[src/rtl/bcd_seq_converter_if.sv]
// Handshake and result bundle between a requester and the sequential BCD converter.
// The converter connects through the slave modport and the requester through the master modport.
interface bcd_seq_converter_if #(
  parameter int BIN_W  = 16,
  parameter int DIGITS = 5
);
  logic                  start;
  logic [BIN_W-1:0]      bin_in;
  logic                  signed_mode;
  logic                  busy;
  logic                  done;
  logic [4*DIGITS-1:0]   bcd_out;
  logic                  neg;
  logic                  overflow;

  modport master (
    output start, bin_in, signed_mode,
    input  busy, done, bcd_out, neg, overflow
  );

  modport slave (
    input  start, bin_in, signed_mode,
    output busy, done, bcd_out, neg, overflow
  );
endinterface

[src/rtl/bcd_seq_converter.sv]
// Multi-cycle binary-to-BCD converter (shift-and-add-3), one operand bit per clock,
// with optional two's-complement input, overflow saturation and start/busy/done handshake.
module bcd_seq_converter #(
  parameter int BIN_W  = 16,
  parameter int DIGITS = 5
) (
  input  logic               clk,
  input  logic               rst_n,
  bcd_seq_converter_if.slave bus
);

  // Digits needed to hold any BIN_W-bit value, plus one guard digit above that.
  localparam int NEED_D = (BIN_W * 30103 + 99999) / 100000;
  localparam int ACC_D  = (NEED_D + 1 > DIGITS + 1) ? NEED_D + 1 : DIGITS + 1;
  localparam int ACC_W  = 4 * ACC_D;
  localparam int OUT_W  = 4 * DIGITS;
  localparam int CNT_W  = $clog2(BIN_W + 1);

  localparam logic [OUT_W-1:0] ALL_NINES = {DIGITS{4'h9}};

  typedef enum logic [1:0] {
    ST_IDLE,
    ST_SHIFT,
    ST_DONE
  } state_t;

  state_t             state_q,    state_d;
  logic [BIN_W-1:0]   mag_q,      mag_d;
  logic [ACC_W-1:0]   acc_q,      acc_d;
  logic [CNT_W-1:0]   cnt_q,      cnt_d;
  logic               neg_pend_q, neg_pend_d;
  logic               zero_q,     zero_d;
  logic               carry_q,    carry_d;
  logic [OUT_W-1:0]   bcd_q,      bcd_d;
  logic               neg_q,      neg_d;
  logic               ovf_q,      ovf_d;

  logic [ACC_W-1:0]   acc_adj;

  generate
    for (genvar gi = 0; gi < ACC_D; gi++) begin : g_adj
      assign acc_adj[4*gi +: 4] = (acc_q[4*gi +: 4] >= 4'd5) ? acc_q[4*gi +: 4] + 4'd3
                                                             : acc_q[4*gi +: 4];
    end
  endgenerate

  always_ff @(posedge clk or negedge rst_n) begin
    if (!rst_n) begin
      state_q    <= ST_IDLE;
      mag_q      <= '0;
      acc_q      <= '0;
      cnt_q      <= '0;
      neg_pend_q <= 1'b0;
      zero_q     <= 1'b0;
      carry_q    <= 1'b0;
      bcd_q      <= '0;
      neg_q      <= 1'b0;
      ovf_q      <= 1'b0;
    end else begin
      state_q    <= state_d;
      mag_q      <= mag_d;
      acc_q      <= acc_d;
      cnt_q      <= cnt_d;
      neg_pend_q <= neg_pend_d;
      zero_q     <= zero_d;
      carry_q    <= carry_d;
      bcd_q      <= bcd_d;
      neg_q      <= neg_d;
      ovf_q      <= ovf_d;
    end
  end

  always_comb begin
    state_d    = state_q;
    mag_d      = mag_q;
    acc_d      = acc_q;
    cnt_d      = cnt_q;
    neg_pend_d = neg_pend_q;
    zero_d     = zero_q;
    carry_d    = carry_q;
    bcd_d      = bcd_q;
    neg_d      = neg_q;
    ovf_d      = ovf_q;

    case (state_q)
      ST_SHIFT: begin
        if (cnt_q != '0) begin
          acc_d   = {acc_adj[ACC_W-2:0], mag_q[BIN_W-1]};
          mag_d   = {mag_q[BIN_W-2:0], 1'b0};
          carry_d = carry_q | acc_adj[ACC_W-1];
          cnt_d   = cnt_q - CNT_W'(1);
        end else begin
          // All bits consumed: publish results together with the DONE transition.
          if ((|acc_q[ACC_W-1:OUT_W]) || carry_q) begin
            ovf_d = 1'b1;
            bcd_d = ALL_NINES;
          end else begin
            ovf_d = 1'b0;
            bcd_d = acc_q[OUT_W-1:0];
          end
          neg_d   = neg_pend_q & ~zero_q;
          state_d = ST_DONE;
        end
      end

      default: begin
        // IDLE and DONE both accept a new request so back-to-back starts lose no cycle.
        state_d = ST_IDLE;
        if (bus.start) begin
          if (bus.signed_mode && bus.bin_in[BIN_W-1]) begin
            mag_d      = ~bus.bin_in + BIN_W'(1);
            neg_pend_d = 1'b1;
          end else begin
            mag_d      = bus.bin_in;
            neg_pend_d = 1'b0;
          end
          zero_d  = (bus.bin_in == '0);
          acc_d   = '0;
          carry_d = 1'b0;
          cnt_d   = CNT_W'(BIN_W);
          state_d = ST_SHIFT;
        end
      end
    endcase
  end

  assign bus.busy     = (state_q == ST_SHIFT);
  assign bus.done     = (state_q == ST_DONE);
  assign bus.bcd_out  = bcd_q;
  assign bus.neg      = neg_q;
  assign bus.overflow = ovf_q;

endmodule
[src/flat_wrapper.sv]
// flat-port wrapper written by rule: the top's interface ports become plain ports
module bcd_seq_converter_flat 
#(
  parameter int BIN_W  = 16,
  parameter int DIGITS = 5
)
  (clk, rst_n, bus_start, bus_bin_in, bus_signed_mode, bus_busy, bus_done, bus_bcd_out, bus_neg, bus_overflow);
  bcd_seq_converter_if #(.BIN_W(BIN_W), .DIGITS(DIGITS)) bus_i ();
  input  logic clk;
  input  logic rst_n;
  input wire logic [$bits(bus_i.start)-1:0] bus_start;
  input wire logic [$bits(bus_i.bin_in)-1:0] bus_bin_in;
  input wire logic [$bits(bus_i.signed_mode)-1:0] bus_signed_mode;
  output wire logic [$bits(bus_i.busy)-1:0] bus_busy;
  output wire logic [$bits(bus_i.done)-1:0] bus_done;
  output wire logic [$bits(bus_i.bcd_out)-1:0] bus_bcd_out;
  output wire logic [$bits(bus_i.neg)-1:0] bus_neg;
  output wire logic [$bits(bus_i.overflow)-1:0] bus_overflow;
  assign bus_i.start = bus_start;
  assign bus_i.bin_in = bus_bin_in;
  assign bus_i.signed_mode = bus_signed_mode;
  assign bus_busy = bus_i.busy;
  assign bus_done = bus_i.done;
  assign bus_bcd_out = bus_i.bcd_out;
  assign bus_neg = bus_i.neg;
  assign bus_overflow = bus_i.overflow;
  bcd_seq_converter #(.BIN_W(BIN_W), .DIGITS(DIGITS)) u_core (.clk(clk), .rst_n(rst_n), .bus(bus_i));
endmodule
[config.mk]
export PLATFORM = sky130hd
export DESIGN_NAME = bcd_seq_converter_flat
export DESIGN_NICKNAME = d
export VERILOG_FILES = /design/src/rtl/bcd_seq_converter_if.sv /design/src/rtl/bcd_seq_converter.sv /design/src/flat_wrapper.sv
export SDC_FILE = /design/constraint.sdc
export NUM_CORES = 1
export LEC_CHECK = 0
export CORE_ASPECT_RATIO = 0.75
export CORE_MARGIN = 2
export CORE_UTILIZATION = 40
export DETAILED_ROUTE_END_ITERATION = 8
export PLACE_DENSITY = 0.58
export SETUP_SLACK_MARGIN = 0.05
export SLEW_MARGIN = 20
export SYNTH_ARGS = -nofsm -noshare
export SYNTH_HDL_FRONTEND = slang
export SYNTH_SLANG_ARGS = --single-unit
[constraint.sdc]
create_clock -name clk -period 2.7 [get_ports clk]
set_input_delay 0.54 -clock clk [delete_from_list [all_inputs] [get_ports clk]]
set_output_delay 0.54 -clock clk [all_outputs]
set_load 0.01 [all_outputs]
==> run_results.csv <==
group,metric,value,unit
timing,rsz0062_at_grt,"no",
logic_synthesis,syn_nets,411,
clock_tree,cts.htree.levels,3,
critical_path,critPathSlowestCell,"or4_4",
logic_synthesis,synth_largest_area_cell,"dfrtp_1",
detailed_routing,ant_nets,0,
clock_tree,cts_root_buffer,"clkbuf_16",
floorplan,num_rows,30,
detailed_routing,maxUsedRoutingLayer,"met4",
detailed_routing,vias_per_cell,5.380,
job,drv_cap,0,
timing,slew_headroom,58.06,%
detailed_routing,met1_length,4.214,mm
global_routing,grt_start_max_net_pins,44,
global_routing,antenna_found_initial,0,
timing,slew_violations,0,
critical_path,worstReg2RegStart,"u_core.cnt_q[0]",
floorplan,die_y,87.05,um
finish,drive_above_1_share,8.471,%
clock_tree,clkLatencyLatePin,0.33,ns
logic_synthesis,yosys-top-cells-area,"dfrtp_1, o21ai_0, ha_1, xnor2_1, a21oi_1",
global_routing,grt_usage,18.23,%
timing,setup_violations,0,
logic_synthesis,syn_area_per_cell,9.783,um2
floorplan,ios,44,
finish,area_delta_synth_final,22.62,%
outcome,status,"finished, final reports clean",
detailed_routing,drt-total-wl,8.292,mm
timing,fmax,0.4378,GHz
logic_synthesis,ys_warn_count,0,
clock_tree,cts_made_buffers,9,
clock_tree,ctsHoldBuffers,0,
critical_path,path_delay_family,"simple AND/OR/NAND/NOR gates",
place,port_buffers,43,
timing,fin_worst_skew,0.004412,ns
detailed_routing,vias,2889,
floorplan,start_util,40.83,%
timing,worst_pin_slew,0.6234,ns
timing,tns,0,ns
critical_path,r2r_setup_slack,0.42,ns
critical_path,r2r_cells,8,
finish,postLayoutCellArea,4511,um2
finish,nNetsFinal,458,
floorplan,fp.dieW,114.7,um
critical_path,cp_cell_sequence,"inv_1, ha_1, inv_2, or4_4, or2_4, clkinv_4, and2_1, a21oi_1",
critical_path,required,2.90,ns
logic_synthesis,synth_edf_count,0,
power_and_ir_drop,max-vdd-ir-drop,373.2,uV
critical_path,crit_start,"u_core.cnt_q[0]",
detailed_routing,drt_iter0_markers,147,
place,dpl_cell_area,4249,um2
critical_path,crit_arrival,2.48,ns
critical_path,timing.rr.end,"u_core.bus.bcd_out[12]",
logic_synthesis,synth-main-ff-cell,"dfrtp_1",
critical_path,startpoint_type,"register",
detailed_routing,first_pass_iters,4,
critical_path,crit_path_max_incr_delay,0.53,ns
clock_tree,cts_tree,"done",
clock_tree,ctsResizeCount,0,
detailed_routing,drc,0,
global_routing,grt_pass1_wl,14.01,mm
timing,whs,0.2143,ns
power_and_ir_drop,p_leak,0.001910,uW
critical_path,cp_max_fo,12,
floorplan,core,9009,um2
critical_path,endpoint,"u_core.bus.bcd_out[12]",
critical_path,worstSetupPathType,"register to register",
floorplan,die_area,9987,um2
logic_synthesis,ys_ff_latch,72,
global_routing,grt_overflow_total,0,
detailed_routing,routed-wl-met2,3.768,mm
logic_synthesis,synthesis.instances,376,
clock_tree,cts_buffer_depth,2,
detailed_routing,wl_per_cell,15.44,um
critical_path,setup.worst_path.end_class,"register",
timing,timing.final.crit_period,2.284,ns
finish,diodes,0,
critical_path,crit_buf_inv,3,
timing,hold_violations,0,
place,gp_congestion,0.8354,
global_routing,grt_pass1_vias,2793,
power_and_ir_drop,p_per_area,1169,nW/um2
min_path,min_path_type,"input pin to asynchronous set/reset pin",
logic_synthesis,async_flop_share,100.0,%
logic_synthesis,yosysUniqueCellTypes,54,
detailed_routing,met3_length,267,um
timing,min_period_over_period,84.59,%
clock_tree,path_clk_slew,0.05,ns
clock_tree,clock_sinks,72,
place,dp_hpwl,5.706,mm
clock_tree,post-cts-setup-buffers,0,
logic_synthesis,synth_top_area_share,48.98,%
critical_path,cp.depth,8,
logic_synthesis,yosysSeqAreaShare,48.98,%
logic_synthesis,synth_area,3679,um2
state kept, by name, summed over array words and instances (netlist names):
signal	count
u_core.acc_q	24
u_core.bus.bcd_out	20
u_core.mag_q	16
u_core.cnt_q	5
u_core.state_q	2
u_core.bus.neg	1
u_core.bus.overflow	1
u_core.carry_q	1
u_core.neg_pend_q	1
u_core.zero_q	1
where the power goes:
part           total (uW)  internal [uW]  switching (uW)
Sequential           1930           1550             373
Combinational        2280           1050            1230
Clock                1070            654             413
Total                5270           3260            2010
cells by family (layout without fill, tap and decap cells):
| logic type | Yosys count | after routing | synth area share (%) |
|---|---|---|---|
| compound gates | 117 | 117 | 20.65 |
| simple gates | 108 | 108 | 14.76 |
| flops | 72 | 72 | 48.98 |
| buf+inv | 41 | 90 | 4.932 |
| xor+xnor | 21 | 21 | 5.000 |
| fa+ha+maj | 15 | 15 | 5.102 |
| mux | 2 | 2 | 0.5782 |
cells in the final DEF (no fill, tap or decap), drive strengths merged, types with 2 or more instances in the layout:
| cell type | count |
|---|---|
| dfrtp | 72 |
| o21ai | 47 |
| clkdlybuf4s50 | 42 |
| nand2 | 28 |
| nor2 | 28 |
| a21oi | 23 |
| inv | 22 |
| nand3 | 17 |
| xnor2 | 15 |
| ha | 15 |
| buf | 12 |
| clkbuf | 12 |
| o31ai | 11 |
| a22oi | 7 |
| nor3 | 6 |
| xor2 | 6 |
| a32o | 6 |
| o22a | 5 |
| nand2b | 5 |
| nor2b | 3 |
| nor3b | 3 |
| and2 | 3 |
| and3 | 3 |
| a22o | 3 |
| or4 | 3 |
| nor4 | 3 |
| a31oi | 2 |
| or3 | 2 |
| a221o | 2 |
| o21bai | 2 |
| o211ai | 2 |
| o41ai | 2 |
| clkinv | 2 |
synthesized netlist by cell type, drive strengths merged (5+ instances only):
cell type	instances
a21oi	23
a22oi	7
a32o	6
buf	10
clkbuf	8
dfrtp	72
ha	15
inv	22
nand2	28
nand2b	5
nand3	17
nor2	28
nor3	6
o21ai	47
o22a	5
o31ai	11
xnor2	15
xor2	6
final cells by class:
class	instances	area, um2
repair buffers	54	520.5
flip-flops and latches	72	1802
clock buffers	12	256.5
fillers	874	4498
clock inverters	1	5.005
inverters	23	91.34
well taps	112	140.1
multi-input cells	263	1695
worst min-delay path by stage:
stage / to / slack [ns] / depth (start not counted)
floorplan: u_core.acc_q[0] / 0.24 / 0
global placement: u_core.mag_q[11] / 0.46 / 2
detailed placement: u_core.acc_q[0] / 0.47 / 2
CTS: u_core.mag_q[0] / 0.24 / 1
global route: u_core.mag_q[1] / 0.26 / 1
finish: u_core.mag_q[0] / 0.21 / 1
per-layer routing:
layer | vias to the layer above | track usage [%]
li1 | 1434 | -
met1 | 1417 | 25.54
met2 | 33 | 27.86
met3 | 5 | 5.358
met4 | 0 | 4.819
met5 | - | 0
stage by stage:
| stage | util, % | setup slack (ns) | total power, uW | instances |
|---|---|---|---|---|
| 2_1_floorplan | - | 0.7452 | 3450 | 376 |
| 3_3_place_gp | 47.17 | 0.3160 | 4194 | 524 |
| 3_5_place_dp | 47.17 | 0.2615 | 4237 | 524 |
| 4_1_cts | 50.07 | 0.3859 | 5337 | 537 |
| 5_1_grt | 50.07 | 0.2634 | 5733 | 537 |
| 6_report | 50.07 | 0.4160 | 5273 | 537 |
Power figures use the tool's default switching activity.
